===== config.mk =====
export PLATFORM = sky130hd
export DESIGN_NAME = instruction_sequencer
export DESIGN_NICKNAME = d
export VERILOG_FILES = /design/src/rtl/cpu_pkg.sv /design/src/rtl/instruction_sequencer.sv
export SDC_FILE = /design/constraint.sdc
export NUM_CORES = 1
export LEC_CHECK = 0
export BUFFER_PORTS_ARGS = -buffer_cell sky130_fd_sc_hd__buf_2
export CAP_MARGIN = 5
export CORE_MARGIN = 2
export CORE_UTILIZATION = 43
export DETAILED_ROUTE_END_ITERATION = 12
export PLACE_DENSITY = 0.82
export SYNTH_ARGS = -nofsm -noshare
export SYNTH_HDL_FRONTEND = slang
export SYNTH_SLANG_ARGS = --single-unit

===== constraint.sdc =====
create_clock -name clk -period 1.15 [get_ports clk]
set_input_delay 0.2875 -clock clk [delete_from_list [all_inputs] [get_ports clk]]
set_output_delay 0.2875 -clock clk [all_outputs]
set_load 0.01 [all_outputs]

===== src/rtl/cpu_pkg.sv =====
// Shared types for the simple CPU: opcode type, halt opcode and sequencer states.
package cpu_pkg;

    typedef logic [3:0] opcode_t;

    localparam opcode_t HALT_OP = 4'b1111;

    typedef enum logic [2:0] {
        IDLE,
        FETCH,
        LATCH,
        EXEC,
        WAIT,
        HALT
    } seq_state_t;

endpackage


===== src/rtl/instruction_sequencer.sv =====
// Fetches instructions from a registered ROM, splits opcode/immediate and strobes
// execute_n low for one clk per instruction at a fixed cycles-per-instruction pace.
module instruction_sequencer #(
    parameter int unsigned ADDR_W      = 4,
    parameter int unsigned INSTR_W     = 8,
    parameter int unsigned EXEC_CYCLES = 2,
    parameter logic [3:0]  HALT_OP     = cpu_pkg::HALT_OP
) (
    input  logic               clk,
    input  logic               rstn,
    input  logic               run,
    input  logic               step,
    output logic [ADDR_W-1:0]  instr_addr,
    input  logic [INSTR_W-1:0] instr_data,
    output logic [3:0]         opcode,
    output logic [3:0]         imm,
    output logic               execute_n,
    output logic [ADDR_W-1:0]  pc,
    output logic               busy,
    output logic               halted
);

    import cpu_pkg::*;

    localparam int unsigned CNT_W = $clog2(EXEC_CYCLES + 1);

    seq_state_t       state;
    seq_state_t       state_nx;
    logic [CNT_W-1:0] wait_cnt;
    opcode_t          rom_op_c;

    // The ROM is addressed straight from the program counter.
    assign instr_addr = pc;

    // Next-state decode.
    always_comb begin
        state_nx = state;
        rom_op_c = opcode_t'(instr_data[INSTR_W-1 -: 4]);
        case (state)
            IDLE:    if (run || step) state_nx = FETCH;
            FETCH:   state_nx = LATCH;
            LATCH:   state_nx = (rom_op_c == HALT_OP) ? HALT : EXEC;
            EXEC:    state_nx = WAIT;
            WAIT: begin
                if (wait_cnt == CNT_W'(EXEC_CYCLES - 1)) begin
                    state_nx = run ? FETCH : IDLE;
                end
            end
            HALT:    state_nx = HALT;
            default: state_nx = IDLE;
        endcase
    end

    // State, program counter and registered outputs; flags follow the next state
    // so they line up with the state they describe.
    always_ff @(posedge clk or negedge rstn) begin
        if (!rstn) begin
            state     <= IDLE;
            pc        <= '0;
            opcode    <= '0;
            imm       <= '0;
            execute_n <= 1'b1;
            busy      <= 1'b0;
            halted    <= 1'b0;
            wait_cnt  <= '0;
        end else begin
            state     <= state_nx;
            execute_n <= (state_nx != EXEC);
            busy      <= state_nx inside {FETCH, LATCH, EXEC, WAIT};
            halted    <= (state_nx == HALT);

            // A halt word never reaches the Control_Unit.
            if (state == LATCH && state_nx == EXEC) begin
                opcode <= rom_op_c;
                imm    <= instr_data[3:0];
            end

            if (state == EXEC) begin
                pc <= pc + ADDR_W'(1);
            end

            if (state == WAIT) begin
                wait_cnt <= wait_cnt + CNT_W'(1);
            end else begin
                wait_cnt <= '0;
            end
        end
    end

endmodule


==> results by group, run 1 <==
Placement
  – Hpwl dp: 1310 um
  – IO buf count: 30
  – Placer Congestion: 0.763
  – Place WS: -108 ps

Worst setup path
  – Critical Path Source Type: register
  – Ordered cell list for the critical path: nor3b_4 -> nand2_4 -> mux2_4
  – Buf+Inv Stages, Crit Path: 0
  – Worst path arrival time: 1480 ps
  – Family with the most delay on the worst path: flip-flops
  – Crit path max fanout: 9
  – CP max stage cell: dfrtp_2
  – Worst path max stage delay: 450 ps
  – Worst EP required: 1350 ps
  – Critical path type: reg2reg
  – CP endpoint kind: register

Global routing
  – Initial antenna violation count: 0
  – Vias in the first global route: 680
  – Global-route wire length before repair: 3170 um
  – GRT Residual Overflow: 0
  – GRT Util Overall: 17.0%
  – Largest net degree at the start of global routing: 21

Logic synthesis
  – Post-synthesis net count: 84
  – Syn Inst Count: 70
  – Flops & latches, synth: 20
  – Count of different cell masters after synthesis: 28
  – Seq/Total Area, Yosys: 54.0%
  – Cell Area, Synth: 928 um^2
  – Post-Syn Area per Cell: 13.3 um^2
  – Yosys warns: 0

Die
  – Die extent in x: 50.5 um
  – Full die area: 0.00255 mm^2
  – Io pins: 31
  – Die height: 50.5 um
  – Starting Density: 46.4%
  – CORE AREA: 0.00200 mm^2
  – Cell row count: 16

Clock network
  – CTS tree: built
  – Total CTS buffers: 3
  – Worst skew pair latency: 300 ps
  – Sink Count: 20
  – Clk buf depth: 2
  – H-Tree Level Count: 1
  – Worst-path clk slew: 110 ps
  – CTS root buffer: clkbuf_4

Routing
  – WL met1: 962 um
  – DR vias/cell: 4.98
  – Routed WL: 2300 um
  – Pre-Repair DR Iteration Count: 4
  – 1st-iter DRT viols: 10
  – DR top layer: met4
  – Drt drc: 0
  – DR vias: 717
  – Routed Antenna Nets: 0
  – Met2 Wirelength: 1180 um
  – Met3 routed WL: 124 um
  – Routed len/inst: 15.9 um

Cells and area
  – Share of cells above drive strength 1: 62.4%
  – Most common cell after layout, fill and taps aside: buf_2
  – Ant diodes: 0
  – Commonest cells after routing, fill and taps aside: buf_2 (25), dfrtp_1 (17), buf_4 (15), mux2_4 (9), buf_6 (9)
  – FF/Latch Area: 504 um^2
  – Area growth syn-to-layout: 44.6%
  – # nets final: 132
  – Multi-input logic area: 412 um^2
  – Filler cells: 133

STA
  – Slew HR: 71.3%
  – Setup TNS: -1490 ps
  – Crit path time final: 1280 ps
  – Setup ws final: -134 ps
  – Worst Max-Slew Pin Slew: 431 ps
  – Setup Skew: 1.35 ps
  – Slew Viols, Final: 0
  – Crit share post-route: 112%
  – Fin. Hold Viols: 0
  – # setup viols final: 16
  – Fmax: 0.779 GHz
  – RSZ-0062 raised after global routing: yes

Status
  – Failing checks: setup timing
  – Status: finished with violations

Job
  – Max-cap violation count: 0

Power and ir drop
  – Pleak: 0.673 nW
  – Peak VDD IR: 1.37 mV
  – Pwr dens: 2910 mW/mm^2

Hold path
  – Worst min path class: in2reg
==> sequential cells by signal, summed over array words and instances, names as in the netlist <==
register / cells
busy: 1
execute_n: 1
instr_addr: 4
wait_cnt: 2
state: 3
opcode: 4
imm: 4
halted: 1
==> Yosys cell counts (all sizes together) <==
cell     instances  area [um^2]
ha               2         25.0
o41ai            1         8.76
mux2             9          131
dfrtp           19          475
nor3             1         5.00
buf              7         53.8
nor4             1         6.26
and3             1         6.26
mux2i            1         10.0
o21a             1         7.51
o21bai           1         7.51
inv              2         7.51
nand3b           2         15.0
nand2            5         26.3
xor2             2         17.5
nand2b           1         6.26
nor3b            1         18.8
nand4            2         12.5
xnor2            2         17.5
nor2             3         11.3
and3b            1         8.76
a2bb2oi          1         8.76
dfstp            1         26.3
a21oi            3         15.0
==> worst paths after layout <==
path / depth (start not counted) / end / from / slack (ps)
worst max-delay path: 3 / imm[0] / state[0] / -130
worst min-delay path: 2 / imm[1] / instr_data[1] / 210
worst max register to register: 3 / imm[0] / state[0] / -130
worst min register to register: 1 / wait_cnt[0] / wait_cnt[0] / 450
max in group asynchronous: 2 / execute_n / rstn / 370
min in group asynchronous: 2 / opcode[2] / rstn / 460
==> final cells by class <==
type                            instances  area share (%)
Clock buffer                            4            2.70
Multi-Input combinational cell         41            30.7
Inverter                                2           0.559
Sequential cell                        20            37.6
Timing Repair Buffer                   50            26.0
Tap cell                               27            2.52
==> routing by layer <==
metal	vias to the layer above	track usage [%]
li1	331	-
met1	350	20.0
met2	32	28.9
met3	4	2.68
met4	0	9.91
met5	-	0
==> where the power goes <==
part | internal [mW] | switching, mW
registers | 1.04 | 0.238
clock network | 0.193 | 0.222
logic | 1.28 | 0.934
total | 2.51 | 1.39
==> cells by family after synthesis <==
group                    share of synthesized area [%]
multiplexers                                      15.2
XOR/XNOR                                          3.77
adder cells (fa/ha/maj)                           2.69
flip-flops                                        54.0
AO/OA/AOI/OAI                                     5.12
buffers and inverters                             6.60
AND/OR/NAND/NOR                                   12.5
==> timing repair <==
action / 4_1_cts / 5_1_grt
hold buffers: 1 / 0
setup endpoints to repair: 20 / 31
resized for setup: 9 / 11
pin swaps: 1 / 3
endpoints found under the hold margin: 19 / 0
setup buffers: 6 / 8
==> per-stage QoR <==
step | hold WS, ps | instances | util (%) | total power, mW | cell area [um^2]
4_1_cts | 211 | 136 | 61.7 | 3.48 | 1230
6_report | 212 | 144 | 67.1 | 3.90 | 1340
3_3_place_gp | 240 | 125 | 54.8 | 2.70 | 1100
3_5_place_dp | 252 | 125 | 54.8 | 2.80 | 1100
5_1_grt | 221 | 144 | 67.1 | 4.12 | 1340
2_1_floorplan | -8.09 | 70 | - | 2.35 | 930
No activity file was read; power rests on OpenSTA's default activity.
==> run 2: changes to the inputs <==
Settings changed: ABC_CLOCK_PERIOD_IN_PS from default to 1150, RECOVER_POWER from default to 100.
==> run 2 against run 1 <==
Net effect:
- the run still ends with setup timing left
- global-route usage is the same
- clock power is essentially flat
- worst setup slack is essentially flat
- sequential power is essentially flat
- cell area shrank 0.65%
- critical path depth is the same
- worst hold slack is essentially flat
- register-to-register slack is essentially flat
- fmax is essentially flat
- first-iteration DRC count is the same
- highest routed layer unchanged
==> results by group, run 2 (same netlist as run 1, synthesis figures left out) <==
Power and ir drop
  – Pwr dens: 2910 mW/mm^2
  – Internal power: 2.49 mW
  – Final Power: 3.88 mW
  – Combinational fraction of design power: 56.4%
  – Sw power: 1.38 mW
  – Switching Share: 35.7%
  – Clock power frac: 10.7%
  – Pleak: 0.671 nW
  – Flop pwr share: 32.9%
  – Peak VDD IR: 1.35 mV

Cells and area
  – Filler cells: 136
  – Post-route insts no fill: 144
  – Share of cells above drive strength 1: 62.4%
  – Area growth syn-to-layout: 43.7%
  – Ant diodes: 0
  – Finished Core Util: 66.6%
  – # nets final: 132
  – Fin area: 0.00133 mm^2
  – Most common cell after layout, fill and taps aside: buf_2
  – Commonest cells after routing, fill and taps aside: buf_2 (24), dfrtp_1 (17), buf_4 (16), mux2_4 (9), buf_6 (8)

Hold path
  – Worst min path class: in2reg

Global routing
  – Met3 GRT Util: 2.68%
  – Global-route wire length before repair: 3170 um
  – Global Route met2 Usage: 28.9%
  – Largest net degree at the start of global routing: 21
  – GRT Residual Overflow: 0
  – Initial antenna violation count: 0
  – Vias in the first global route: 680
  – GR peak layer: met2
  – M1 GR Usage: 20.0%
  – GRT Util Overall: 17.0%

STA
  – # setup viols final: 17
  – Slew Viols, Final: 0
  – RSZ-0062 raised after global routing: yes
  – Worst Max-Slew Pin Slew: 488 ps
  – Setup TNS: -1540 ps
  – Crit share post-route: 112%
  – Fmax: 0.779 GHz
  – Slew HR: 67.5%
  – Setup Skew: 0.857 ps
  – Setup ws final: -134 ps
  – Crit path time final: 1280 ps
  – Fin. Hold Viols: 0

Worst setup path
  – CP endpoint kind: register
  – Worst path arrival time: 1480 ps
  – Worst EP required: 1350 ps
  – Critical path type: reg2reg
  – Crit path max fanout: 9
  – Critical Path Source Type: register

Die
  – Die height: 50.5 um
  – Io pins: 31
  – Cell row count: 16
  – Starting Density: 46.4%
  – Die extent in x: 50.5 um
  – Full die area: 0.00255 mm^2
  – CORE AREA: 0.00200 mm^2

Routing
  – Drt drc: 0
  – Pre-Repair DR Iteration Count: 4
  – 1st-iter DRT viols: 10
  – DR vias: 715
  – Routed Antenna Nets: 0
  – Routed WL: 2330 um
  – Routed len/inst: 16.2 um
  – DR vias/cell: 4.97

Placement
  – Placed instance area: 0.00110 mm^2
  – Placer Congestion: 0.763
  – Hpwl dp: 1310 um
  – Placed instance count: 125
  – IO buf count: 30

Clock network
  – CTS root buffer: clkbuf_4
  – H-Tree Level Count: 1
  – Clk buf depth: 2
  – Total CTS buffers: 3
  – Worst-path clk slew: 110 ps
  – Worst skew pair latency: 300 ps
  – Sink Count: 20
  – CTS tree: built

Status
  – Status: finished with violations
  – Failing checks: setup timing

Job
  – Max-cap violation count: 0
==> run 2: worst paths after layout <==
check	from	to	slack [ps]	cells past startpoint
worst max register to register	state[0]	imm[0]	-130	3
min in group asynchronous	rstn	opcode[2]	480	2
worst min-delay path	instr_data[1]	imm[1]	210	2
worst max-delay path	state[0]	imm[0]	-130	3
max in group asynchronous	rstn	state[0]	320	2
worst min register to register	wait_cnt[0]	wait_cnt[0]	450	1
==> run 2: area by class of cell <==
cell class	instances	area, um^2	share of cell area [%]
Clock buffer	4	36.3	2.72
Inverter	2	7.51	0.563
Multi-Input combinational cell	41	407	30.5
Sequential cell	20	504	37.8
Tap cell	27	33.8	2.53
Timing Repair Buffer	50	345	25.9
==> run 2: through the flow <==
stage,setup WS [ps],hold slack (ps)
floorplan,-54.4,-8.09
global placement,-41.6,240
detailed placement,-108,252
CTS,-123,211
finish,-134,212
global route,-181,221
==> run 2: power groups by stage <==
stage	Sequential, mW	Clock (mW)	Combinational (mW)
3_5_place_dp	1.26	0	1.54
6_report	1.28	0.415	2.19
2_1_floorplan	1.36	0	0.982
4_1_cts	1.25	0.414	1.82
5_1_grt	1.30	0.445	2.34
3_3_place_gp	1.23	0	1.47
==> run 2: worst max-delay path: stages, from the launching register on <==
cell	delay (ps)
dfrtp_2	450
nor3b_4	240
nand2_4	160
mux2_4	330
==> run 2: layer usage <==
metal	vias up	share of wire (%)
met5	-	0
met4	0	0.99
met3	2	5.4
met2	32	51
met1	352	42
li1	329	-
==> run 2: what timing repair did <==
| action | 4_1_cts | 5_1_grt |
|---|---|---|
| endpoints found under the setup margin | 20 | 31 |
| pin swaps | 1 | 3 |
| endpoints found under the hold margin | 19 | 0 |
| setup buffers | 6 | 8 |
| hold buffers | 1 | 0 |
| gates resized for setup | 9 | 11 |
